`config.mk`:
```
export PLATFORM = sky130hd
export DESIGN_NAME = fetch_unit
export DESIGN_NICKNAME = d
export VERILOG_FILES = /design/src/rtl/cpu19_pkg.sv /design/src/rtl/fetch_unit.sv
export SDC_FILE = /design/constraint.sdc
export NUM_CORES = 1
export LEC_CHECK = 0
export ABC_AREA = 1
export CELL_PAD_IN_SITES_DETAIL_PLACEMENT = 2
export CELL_PAD_IN_SITES_GLOBAL_PLACEMENT = 2
export CORE_MARGIN = 2
export CORE_UTILIZATION = 22
export CTS_BUF_LIST = sky130_fd_sc_hd__clkbuf_16
export CTS_CLUSTER_SIZE = 40
export DETAILED_ROUTE_END_ITERATION = 8
export GPL_TIMING_DRIVEN = 0
export PLACE_DENSITY_LB_ADDON = 0.1
export SETUP_SLACK_MARGIN = 0.15
export SLEW_MARGIN = 20
export SYNTH_ARGS = -nofsm -noshare
export SYNTH_HDL_FRONTEND = slang
export SYNTH_SLANG_ARGS = --single-unit
```
`constraint.sdc`:
```
create_clock -name clk -period 1.44 [get_ports clk]
set_clock_uncertainty 0.1 [all_clocks]
set_input_delay 0.216 -clock clk [delete_from_list [all_inputs] [get_ports clk]]
set_output_delay 0.216 -clock clk [all_outputs]
set_load 0.05 [all_outputs]
```
`src/rtl/cpu19_pkg.sv`:
```
// Shared types and constants for the 19-bit single-cycle CPU.
package cpu19_pkg;

   localparam int unsigned INSTR_W = 19;
   localparam int unsigned PC_W    = 6;

   localparam logic [INSTR_W-1:0] HALT_INSTR = 19'h7FFFF;

   typedef logic [INSTR_W-1:0] instr_t;
   typedef logic [PC_W-1:0]    pc_t;

   typedef enum logic [0:0] {
      RUN  = 1'b0,
      HALT = 1'b1
   } fetch_state_e;

   // Width-agnostic incrementer; callers truncate to their PC width, which gives the wrap.
   function automatic logic [31:0] pc_inc(input logic [31:0] pc);
      return pc + 32'd1;
   endfunction

endpackage

```
`src/rtl/fetch_unit.sv`:
```
// Instruction-fetch stage: PC, instruction register and valid/ready handoff to decode.
// Optional HALT detection is enabled with `define FETCH_HALT_EN.
module fetch_unit
   import cpu19_pkg::*;
#(
   parameter int unsigned PC_W     = 6,
   parameter int unsigned INSTR_W  = 19,
   parameter int unsigned RESET_PC = 0
) (
   input  logic               clk,
   input  logic               rst_n,
   output logic [PC_W-1:0]    imem_addr,
   input  logic [INSTR_W-1:0] imem_rd,
   input  logic               redirect_valid,
   input  logic [PC_W-1:0]    redirect_pc,
   output logic               instr_valid,
   input  logic               instr_ready,
   output logic [INSTR_W-1:0] instr,
   output logic [PC_W-1:0]    instr_pc,
   output logic [PC_W-1:0]    instr_pc_plus1,
   output logic               halted
);

   logic [PC_W-1:0]    pc_q;
   logic [PC_W-1:0]    pc_plus1;
   logic [INSTR_W-1:0] instr_q;
   logic [PC_W-1:0]    instr_pc_q;
   logic               valid_q;
   logic               slot_free;

   assign pc_plus1       = PC_W'(pc_inc(32'(pc_q)));
   assign instr_pc_plus1 = PC_W'(pc_inc(32'(instr_pc_q)));
   assign slot_free      = !valid_q || instr_ready;

   assign imem_addr   = pc_q;
   assign instr       = instr_q;
   assign instr_pc    = instr_pc_q;
   assign instr_valid = valid_q;

`ifdef FETCH_HALT_EN
   fetch_state_e state_q;
   logic         halt_hit;

   assign halt_hit = (imem_rd == INSTR_W'(HALT_INSTR));
   assign halted   = (state_q == HALT);

   always_ff @(posedge clk or negedge rst_n) begin
      if (!rst_n) begin
         pc_q       <= PC_W'(RESET_PC);
         instr_q    <= '0;
         instr_pc_q <= '0;
         valid_q    <= 1'b0;
         state_q    <= RUN;
      end else if (redirect_valid) begin
         // Redirect flushes the held word even if decode accepts it this cycle.
         pc_q    <= redirect_pc;
         valid_q <= 1'b0;
         state_q <= RUN;
      end else begin
         unique case (state_q)
            HALT: ;
            RUN: begin
               if (slot_free) begin
                  if (halt_hit) begin
                     // PC stays on the HALT word so a later redirect-free restart is impossible.
                     valid_q <= 1'b0;
                     state_q <= HALT;
                  end else begin
                     instr_q    <= imem_rd;
                     instr_pc_q <= pc_q;
                     valid_q    <= 1'b1;
                     pc_q       <= pc_plus1;
                  end
               end
            end
            default: state_q <= RUN;
         endcase
      end
   end
`else
   assign halted = 1'b0;

   always_ff @(posedge clk or negedge rst_n) begin
      if (!rst_n) begin
         pc_q       <= PC_W'(RESET_PC);
         instr_q    <= '0;
         instr_pc_q <= '0;
         valid_q    <= 1'b0;
      end else if (redirect_valid) begin
         // Redirect flushes the held word even if decode accepts it this cycle.
         pc_q    <= redirect_pc;
         valid_q <= 1'b0;
      end else if (slot_free) begin
         instr_q    <= imem_rd;
         instr_pc_q <= pc_q;
         valid_q    <= 1'b1;
         pc_q       <= pc_plus1;
      end
   end
`endif

endmodule
```
[Yosys cells after proc, flatten, opt, wreduce, memory -nomap -nowiden]
Index checks and enable logic that the tools add are counted.
Storage, ports and cells
  bits in registers: 32
  bits of input ports: 29
  output and inout bits: 39
  word-level logic and storage cells: 15
Cells by class
  add/sub/neg operators: 2
  multiplexer cells: 4
  bitwise logic cells: 1
  reductions and logical operators: 4
Operator list (count)
  $add 6x1->6 const B: 2
  $mux 6: 2
  $mux 1: 2
  $reduce_and 2->1: 1
  $reduce_bool 2->1: 1
  $logic_not 1->1: 1
  $logic_or 1x1->1: 1
  $not 1->1: 1

[Depth between registers and ports, before layout]
  depth in word-level cells: 4
  depth in mapped cells: 7
  depth with buffers taken out: 6

[Worst setup path after synthesis]
Ideal clock, no wire load.
  path kind: register to output
  start point: reg instr_pc_q[0], in the netlist instr_pc[0]
  end point: out instr_pc_plus1[4]
  arrival: 1.893 ns
  data required time: 1.124 ns
  setup slack: -0.769 ns
  stages on the path, launching flop included: 4
  buffers on the path: 0
  cells stage by stage: dfrtp_1 ha_1 nand3_1 xnor2_1
On the way
  cells in the longest elaborated chain, start to end: 1
Ends and longest elaborated chain
  start, declared: line fetch_unit.sv:27  | logic [PC_W-1:0] instr_pc_q;
  start signal, assigned: line fetch_unit.sv:95  | instr_pc_q <= pc_q;
  $add 6x1->6: line cpu19_pkg.sv:19  | return pc + 32'd1;
  end, declared: line fetch_unit.sv:20  | output logic [PC_W-1:0] instr_pc_plus1,
Every way passes these cells.

[Final worst setup path]
  start point: reg instr_pc_q[2], in the netlist instr_pc[2]
  end point: out instr_pc_plus1[3]
The elaborated chain is that of the path after synthesis.

==> run_summary.xml <==
<?xml version="1.0" encoding="UTF-8"?>
<metrics>
  <group name="sta">
    <metric name="min_period" unit="ns">1.62</metric>
    <metric name="final_critical_path_setup_slack" unit="ns">-0.182</metric>
    <metric name="setup_repair_after_global_routing_missed_its_margin" unit="">yes</metric>
    <metric name="final_slew_viol_count" unit="">0</metric>
    <metric name="max_freq" unit="GHz">0.616</metric>
    <metric name="hold_viol" unit="">0</metric>
    <metric name="setup-violations-final" unit="">6</metric>
    <metric name="timing.final.crit_share" unit="%">113</metric>
  </group>
  <group name="floorplan">
    <metric name="rows" unit="">29</metric>
    <metric name="die_wd" unit="um">86.3</metric>
    <metric name="die_h" unit="um">86.3</metric>
    <metric name="design.core.area" unit="um2">6460</metric>
    <metric name="die-area" unit="um2">7450</metric>
    <metric name="top_level_ports" unit="">68</metric>
    <metric name="starting_density_of_the_core" unit="%">23.1</metric>
  </group>
  <group name="worst_setup_path">
    <metric name="critPathKind" unit="">reg2out</metric>
    <metric name="cp_slowest_stage_delay" unit="ns">0.51</metric>
    <metric name="critical_path.max_fanout" unit="">4</metric>
    <metric name="critical_path_arrival" unit="ns">1.31</metric>
    <metric name="critical_path_start_type" unit="">register</metric>
    <metric name="r2r_cells" unit="">4</metric>
    <metric name="crit_required" unit="ns">1.12</metric>
    <metric name="critical-path-slowest-cell" unit="">sky130_fd_sc_hd__dfrtp_4</metric>
    <metric name="timing.critical_path.buf_inv" unit="">1</metric>
    <metric name="cp_cell_sequence" unit="">nand3_1 -&gt; xnor2_4 -&gt; buf_4</metric>
    <metric name="cpLargestDelayFamily" unit="">flip-flops</metric>
    <metric name="cp_depth" unit="">3</metric>
    <metric name="crit_path_end_kind" unit="">primary output</metric>
  </group>
  <group name="logic_synthesis">
    <metric name="post_synthesis_instance_area" unit="um2">1490</metric>
    <metric name="synth_sequential_area_ratio" unit="%">53.7</metric>
    <metric name="yosys-top-cells-area" unit="">sky130_fd_sc_hd__dfrtp_1, sky130_fd_sc_hd__nand2_1, sky130_fd_sc_hd__buf_12</metric>
    <metric name="synth_edf_count" unit="">0</metric>
    <metric name="synth.top_cells.by_count" unit="">sky130_fd_sc_hd__nand2_1, sky130_fd_sc_hd__dfrtp_1, sky130_fd_sc_hd__nand3_1</metric>
    <metric name="ys.flop_type" unit="">sky130_fd_sc_hd__dfrtp_1</metric>
    <metric name="netlist.area_leader.share" unit="%">53.7</metric>
    <metric name="yosysTopAreaCell" unit="">sky130_fd_sc_hd__dfrtp_1</metric>
    <metric name="synth.most_common_cell" unit="">sky130_fd_sc_hd__nand2_1</metric>
    <metric name="avgSynthCellArea" unit="um2">8.56</metric>
    <metric name="syn-num-nets" unit="">205</metric>
    <metric name="ys_seq_elements" unit="">32</metric>
    <metric name="synth.yosys.warnings" unit="">0</metric>
    <metric name="synth.distinct_cells" unit="">21</metric>
    <metric name="post_synth_inst_count" unit="">174</metric>
    <metric name="async_reset_ff_share" unit="%">100</metric>
  </group>
  <group name="drt">
    <metric name="via_count" unit="">1417</metric>
    <metric name="wl" unit="mm">4.47</metric>
    <metric name="drtPass1Iterations" unit="">4</metric>
    <metric name="antenna_viol_nets_final" unit="">0</metric>
    <metric name="drt-initial-drc-count" unit="">23</metric>
    <metric name="avgViaCountPerCell" unit="">4.22</metric>
    <metric name="remaining_drc_errors" unit="">0</metric>
    <metric name="routed_wire_length_per_instance" unit="um">13.3</metric>
  </group>
  <group name="clocking">
    <metric name="cts.sinks" unit="">32</metric>
    <metric name="clockRootBuffer" unit="">sky130_fd_sc_hd__clkbuf_16</metric>
    <metric name="ctsLongestPathBuffers" unit="">2</metric>
    <metric name="tritoncts_clock_tree" unit="">yes</metric>
    <metric name="clkSlewWorstSetupHoldPaths" unit="ns">0.05</metric>
    <metric name="tritoncts.num_buffers" unit="">5</metric>
    <metric name="clock_latency" unit="ns">0.27</metric>
    <metric name="htreeDepth" unit="">2</metric>
  </group>
  <group name="place">
    <metric name="place_area" unit="um2">2400</metric>
    <metric name="post-dp-hpwl" unit="mm">3.43</metric>
    <metric name="port-buffer-count" unit="">66</metric>
    <metric name="place_congestion" unit="">0.667</metric>
  </group>
  <group name="flow_run">
    <metric name="drv_cap" unit="">0</metric>
  </group>
  <group name="finish">
    <metric name="syn2layout_area_growth" unit="%">69.9</metric>
    <metric name="post_route_cells_drive_above_1_share" unit="%">34.0</metric>
    <metric name="filler_cell_count" unit="">720</metric>
    <metric name="seq_area" unit="um2">820</metric>
    <metric name="antenna-diode-count" unit="">0</metric>
    <metric name="multiInputGateArea" unit="um2">668</metric>
    <metric name="finalInstanceArea" unit="um2">2530</metric>
    <metric name="nets" unit="">289</metric>
  </group>
  <group name="global_routing">
    <metric name="grt_pass1_wl" unit="mm">7.32</metric>
    <metric name="grt_overflow" unit="">0</metric>
    <metric name="grt_pass1_vias" unit="">1441</metric>
    <metric name="initial_antenna_violation_count" unit="">0</metric>
    <metric name="gr-usage-all-layers" unit="%">12.8</metric>
    <metric name="grt_max_degree" unit="">20</metric>
  </group>
  <group name="pwr">
    <metric name="leakage" unit="nW">1.27</metric>
    <metric name="post_route_total_power" unit="mW">3.55</metric>
    <metric name="vdd_ir_drop_max" unit="uV">457</metric>
    <metric name="power.density" unit="nW/um2">1400</metric>
  </group>
  <group name="outcome">
    <metric name="status" unit="">finished, violations left</metric>
    <metric name="failed_checks" unit="">negative setup slack</metric>
  </group>
  <group name="hold_path">
    <metric name="worst_hold_path_type" unit="">in2async</metric>
  </group>
</metrics>
[final cells by class]
class                   count  area share [%]
clock inverters             3           0.445
multi-input cells         123            26.4
plain buffers               7            3.75
inverters                  12            1.88
well taps                  77            3.80
clock buffers               5            4.94
flip-flops and latches     32            32.4
repair buffers             77            26.4
[worst register-to-register path, cell delays in order, from the launching register on]
cell and delay, ns:
sky130_fd_sc_hd__dfrtp_2 0.43, sky130_fd_sc_hd__ha_4 0.24, sky130_fd_sc_hd__or2_4 0.21, sky130_fd_sc_hd__o211ai_1 0.09, sky130_fd_sc_hd__o21ai_1 0.09
[where the power goes]
part           switching, mW  internal (mW)
combinational          0.890          0.525
clock                  0.360          0.620
sequential             0.122           1.03
[layer usage]
layer  share of wire [%]  global-route usage [%]  vias up
li1                    -                       -      698
met1                  44                    16.0      674
met2                  50                    21.4       40
met3                 4.9                    2.86        5
met4                 1.2                    5.54        0
met5                   0                       0        -
[through the flow]
step	util (%)	setup TNS [ns]	hold slack [ns]	setup WS, ns	std cells
floorplan	-	-0.411	-0.180	-0.128	174
global placement	36.8	-35.24	0.363	-0.978	317
detailed placement	37.1	-10.38	0.0716	-0.597	318
CTS	38.6	-1.12	0.320	-0.207	334
global route	39.2	-1.06	0.348	-0.249	336
finish	39.2	-0.743	0.300	-0.182	336
[sequential cells by signal (all words and copies together) (netlist names)]
register / flops
instr: 19
imem_addr: 6
instr_pc: 6
instr_valid: 1
[cells in the final DEF (no fill, tap or decap), drive strengths merged, types with 3 or more instances in the layout]
master,netlist,final
nand3,11,11
clkdlybuf4s50,0,26
buf,7,55
nor2,9,9
nand2,86,86
clkbuf,0,6
o21ai,4,4
dfrtp,32,32
inv,12,14
xor2,3,3
[repair_timing]
item	in CTS	in global routing
hold buffers	1	0
resized for setup	211	18
endpoints found under the setup margin	65	19
pin swaps	5	2
buffers inserted	7	2
endpoints found under the hold margin	13	0
[cell families after synthesis]
group           Yosys count  share of synthesized area (%)
buf+inv                  19                           9.40
fa+ha+maj                 2                           1.68
flops                    32                           53.7
xor+xnor                  5                           2.94
other cells               1                          0.252
compound gates            7                           2.85
simple gates            108                           29.1
[worst paths after layout]
path	slack [ns]	from	end
min in group clk	0.33	redirect_valid	instr_valid$_DFFE_PN0P_
max in group asynchronous	0.49	rst_n	instr_pc[2]$_DFFE_PN0P_
hold reg to reg	0.37	instr[5]$_DFFE_PN0P_	instr[5]$_DFFE_PN0P_
setup reg to reg	0.17	imem_addr[0]$_DFFE_PN0P_	imem_addr[1]$_DFFE_PN0P_
hold / removal	0.30	rst_n	imem_addr[4]$_DFFE_PN0P_
setup / recovery	-0.18	instr_pc[2]$_DFFE_PN0P_	instr_pc_plus1[3]
Power figures use the tool's default switching activity.
==> edit 1 (same flow settings) <==
The option `FETCH_HALT_EN` is turned on by a define.
--- a/src/rtl/fetch_unit.sv
+++ b/src/rtl/fetch_unit.sv
@@ -1,5 +1,7 @@
 // Instruction-fetch stage: PC, instruction register and valid/ready handoff to decode.
 // Optional HALT detection is enabled with `define FETCH_HALT_EN.
+`define FETCH_HALT_EN
+
 module fetch_unit
    import cpu19_pkg::*;
 #(
Behaviour: not the same (Yosys sat finds a counterexample within 4 cycles, from zero or initial values and one cycle with rst_n low).
==> edit 1 against the unedited design <==
The run still ends with setup timing left. Wire length rose by 48%. Critical path depth is 1 higher. Area after synthesis increased by 17%. Sequential cell count up 1. Final area increased by 26%. First-iteration DRC count increased by 22%. Total power is 13% higher. Worst setup slack lost 0.086 ns. Largest cell class is now multi-input gates.
==> edit 1: results (changes against the unedited design) <==
<table>
<tr><th>Metric</th><th>Value</th></tr>
<tr><th colspan="2">Status</th></tr>
<tr><td>Result of the run</td><td>finished with violations (unchanged)</td></tr>
<tr><td>Violations in the final reports</td><td>setup timing (unchanged)</td></tr>
<tr><th colspan="2">Finish</th></tr>
<tr><td>Final-stage net count</td><td>341 (was 289)</td></tr>
<tr><td>Share of layout cells above drive strength 1</td><td>0.514 (was 0.340)</td></tr>
<tr><td>Multi-Input Combinational</td><td>156 (was 123)</td></tr>
<tr><td>Filler Cell Count</td><td>876 (was 720)</td></tr>
<tr><td>Share of final layout cell area taken by clock buffers and inverters</td><td>0.0432 (was 0.0539)</td></tr>
<tr><td>Cell kind with the greatest summed area</td><td>multi-input gates (was sequential cells)</td></tr>
<tr><td>Non-clock buffer count</td><td>103 (was 84)</td></tr>
<tr><th colspan="2">Power</th></tr>
<tr><td>Part of the total power dissipated in sequential elements</td><td>0.313 (was 0.325)</td></tr>
<tr><td>Share of power burned in the clock network</td><td>0.251 (was 0.277)</td></tr>
<tr><td>Switching component of the power</td><td>1.65 mW (was 1.37 mW)</td></tr>
<tr><th colspan="2">Critical path</th></tr>
<tr><td>Arrival time at the worst endpoint</td><td>1.39 ns (was 1.31 ns)</td></tr>
<tr><td>Highest net fanout along the worst path</td><td>3 (was 4)</td></tr>
<tr><td>Worst reg2reg path startpoint</td><td>instr_valid$_DFFE_PN0P_ (was imem_addr[0]$_DFFE_PN0P_)</td></tr>
<tr><td>Reg2Reg Depth</td><td>8 (was 4)</td></tr>
<tr><th colspan="2">GRT</th></tr>
<tr><td>All-Layer GR Usage</td><td>0.157 (was 0.128)</td></tr>
<tr><td>Pin count of the biggest net entering global routing</td><td>24 (was 20)</td></tr>
<tr><th colspan="2">Detailed routing</th></tr>
<tr><td>Met3 wirelength from detailed routing</td><td>277 um (was 220 um)</td></tr>
<tr><td>Number of violations reported at the end of detailed-routing iteration 0</td><td>28 (was 23)</td></tr>
<tr><td>Total number of vias</td><td>1872 (was 1417)</td></tr>
<tr><td>Detail Route met2 WL</td><td>3420 um (was 2210 um)</td></tr>
<tr><th colspan="2">Placement</th></tr>
<tr><td>HPWL after detailed placement</td><td>4390 um (was 3430 um)</td></tr>
<tr><td>Number of buffer cells added on primary ports</td><td>67 (was 66)</td></tr>
<tr><th colspan="2">Synthesis</th></tr>
<tr><td>Cell types with the highest counts after synthesis</td><td>sky130_fd_sc_hd__nand2_1 (79), sky130_fd_sc_hd__dfrtp_1 (33), sky130_fd_sc_hd__nand4_1 (25) (was sky130_fd_sc_hd__nand2_1 (84), sky130_fd_sc_hd__dfrtp_1 (32), sky130_fd_sc_hd__nand3_1 (11))</td></tr>
<tr><td>Complex-gate fraction of the synthesized area</td><td>0.0339 (was 0.0285)</td></tr>
<tr><th colspan="2">Timing</th></tr>
<tr><td>Final setup vio count</td><td>31 (was 6)</td></tr>
<tr><td>PnR worst setup slack</td><td>-0.268 ns (was -0.182 ns)</td></tr>
<tr><th colspan="2">Clock network</th></tr>
<tr><td>Post CTS Setup Buffer Count</td><td>13 (was 7)</td></tr>
</table>
==> edit 1: cell count changes after synthesis, moves of 5 or more <==
cell and change:
sky130_fd_sc_hd__nand2_1 -5, sky130_fd_sc_hd__nand2_2 +9, sky130_fd_sc_hd__clkbuf_1 +5, sky130_fd_sc_hd__nand4_1 +24
==> edit 1: worst max-delay path, cell delays in order (launching register included) <==
cell and delay [ns]:
sky130_fd_sc_hd__dfrtp_2 0.40, sky130_fd_sc_hd__nand3_4 0.08, sky130_fd_sc_hd__nand3b_1 0.26, sky130_fd_sc_hd__xnor2_4 0.20, sky130_fd_sc_hd__buf_6 0.17
==> edit 1: stage by stage <==
stage	cells	cell area, sq um	utilization	total power [mW]
finish	413	3190	0.415	4.01
global route	413	3190	0.415	4.22
CTS	406	3010	0.392	3.93
detailed placement	380	2640	0.343	2.80
global placement	379	2620	0.341	2.77
floorplan	210	1830	-	2.21
==> edit 2 (same settings) <==
Without the edit above. `PC_W` is set to 6 in 2 places; all go to 3.
--- a/src/rtl/cpu19_pkg.sv
+++ b/src/rtl/cpu19_pkg.sv
@@ -2,7 +2,7 @@
 package cpu19_pkg;
 
    localparam int unsigned INSTR_W = 19;
-   localparam int unsigned PC_W    = 6;
+   localparam int unsigned PC_W    = 3;
 
    localparam logic [INSTR_W-1:0] HALT_INSTR = 19'h7FFFF;
 
--- a/src/rtl/fetch_unit.sv
+++ b/src/rtl/fetch_unit.sv
@@ -3,7 +3,7 @@
 module fetch_unit
    import cpu19_pkg::*;
 #(
-   parameter int unsigned PC_W     = 6,
+   parameter int unsigned PC_W     = 3,
    parameter int unsigned INSTR_W  = 19,
    parameter int unsigned RESET_PC = 0
 ) (
Interface: changed (resized imem_addr, instr_pc, instr_pc_plus1 and redirect_pc); port bits go from 68 to 56. No check against the original RTL was run, so the function may have changed too.
==> edit 2 against the unedited design <==
The run still ends with setup timing left. Final area decreased by 30%. Combinational power is 35% lower. Total power is 32% lower. Largest power group unchanged. Highest routed layer unchanged. Sequential cell count down 6. Sequential power shrank 22%. Critical path depth unchanged. Wire length is 28% lower. Area after synthesis down 27%. Worst setup slack better by 0.14 ns.
==> edit 2: results (changes against the unedited design) <==
<table>
<tr><th>Metric</th><th>Value</th></tr>
<tr><th colspan="2">Status</th></tr>
<tr><td>Result of the run</td><td>finished with violations (unchanged)</td></tr>
<tr><td>Violations in the final reports</td><td>setup timing (unchanged)</td></tr>
<tr><th colspan="2">Synthesis</th></tr>
<tr><td>Synthesized netlist net count</td><td>153 (was 205)</td></tr>
<tr><td>Post-synthesis share of cell area spent on xor and xnor gates</td><td>0.00806 (was 0.0294)</td></tr>
<tr><td>Yosys cell types</td><td>16 (was 21)</td></tr>
<tr><td>Complex-gate fraction of the synthesized area</td><td>0.0322 (was 0.0285)</td></tr>
<tr><td>Arithmetic-cell share of the synthesized area counting full adders, half adders and majority gates</td><td>0.0230 (was 0.0168)</td></tr>
<tr><th colspan="2">Clock network</th></tr>
<tr><td>Clk Latency, worst-skew pair</td><td>0.25 ns (was 0.27 ns)</td></tr>
<tr><th colspan="2">Power</th></tr>
<tr><td>Combinational share of power</td><td>0.377 (was 0.399)</td></tr>
<tr><td>Power Sequential</td><td>0.895 mW (was 1.15 mW)</td></tr>
<tr><td>Leak pwr</td><td>0.922 nW (was 1.27 nW)</td></tr>
<tr><th colspan="2">Critical path</th></tr>
<tr><td>Arrival time at the worst endpoint</td><td>1.16 ns (was 1.31 ns)</td></tr>
<tr><td>Longest individual stage delay on the worst path</td><td>0.43 ns (was 0.51 ns)</td></tr>
<tr><td>Critical path's slowest cell</td><td>sky130_fd_sc_hd__dfrtp_2 (was sky130_fd_sc_hd__dfrtp_4)</td></tr>
<tr><td>Highest net fanout along the worst path</td><td>2 (was 4)</td></tr>
<tr><td>Capturing element of the worst setup path</td><td>instr_pc_plus1[2] (was instr_pc_plus1[3])</td></tr>
<tr><th colspan="2">Min path</th></tr>
<tr><td>Worst min-delay path category</td><td>input pin to flip-flop (was input pin to async pin)</td></tr>
<tr><th colspan="2">Finish</th></tr>
<tr><td>Non-clock buffer count</td><td>63 (was 84)</td></tr>
<tr><td>Share of layout cells above drive strength 1</td><td>0.283 (was 0.340)</td></tr>
<tr><td>Multi-Input Combinational</td><td>87 (was 123)</td></tr>
<tr><td>Share of final layout cell area taken by clock buffers and inverters</td><td>0.0445 (was 0.0539)</td></tr>
<tr><th colspan="2">Placement</th></tr>
<tr><td>Setup slack after placement</td><td>-0.438 ns (was -0.597 ns)</td></tr>
<tr><td>Instance area after placement</td><td>0.00174 sq mm (was 0.00240 sq mm)</td></tr>
<tr><th colspan="2">Detailed routing</th></tr>
<tr><td>Total number of vias</td><td>1032 (was 1417)</td></tr>
<tr><th colspan="2">GRT</th></tr>
<tr><td>Pin count of the biggest net entering global routing</td><td>27 (was 20)</td></tr>
<tr><td>Met3 GRT Util</td><td>0.0366 (was 0.0286)</td></tr>
<tr><th colspan="2">Timing</th></tr>
<tr><td>PnR worst setup slack</td><td>-0.0400 ns (was -0.182 ns)</td></tr>
<tr><td>Final setup vio count</td><td>1 (was 6)</td></tr>
<tr><th colspan="2">Die</th></tr>
<tr><td>Core area</td><td>0.00475 sq mm (was 0.00646 sq mm)</td></tr>
</table>
[edit 2: cell types whose count changed in the layout (fill, tap and decap cells not counted), moves of 3 or more]
cell and delta:
sky130_fd_sc_hd__nand3_1 -7, sky130_fd_sc_hd__nand2_1 -11, sky130_fd_sc_hd__buf_4 -9, sky130_fd_sc_hd__dfrtp_2 -3
sky130_fd_sc_hd__buf_12 -3, sky130_fd_sc_hd__nor2_1 -8, sky130_fd_sc_hd__buf_6 -4, sky130_fd_sc_hd__inv_1 -6
sky130_fd_sc_hd__clkdlybuf4s50_1 -3
[edit 2: kinds of logic after synthesis]
kind of cell,after synthesis
compound gates,7
xor+xnor,1
fa+ha+maj,2
buf+inv,12
flops,26
other cells,1
simple gates,76
[edit 2: what timing repair did]
item	4_1_cts	5_1_grt
gates resized for setup	153	15
pin swaps	2	0
hold buffers	1	0
setup endpoints to repair	29	26
endpoints found under the hold margin	26	0
buffers inserted	1	2
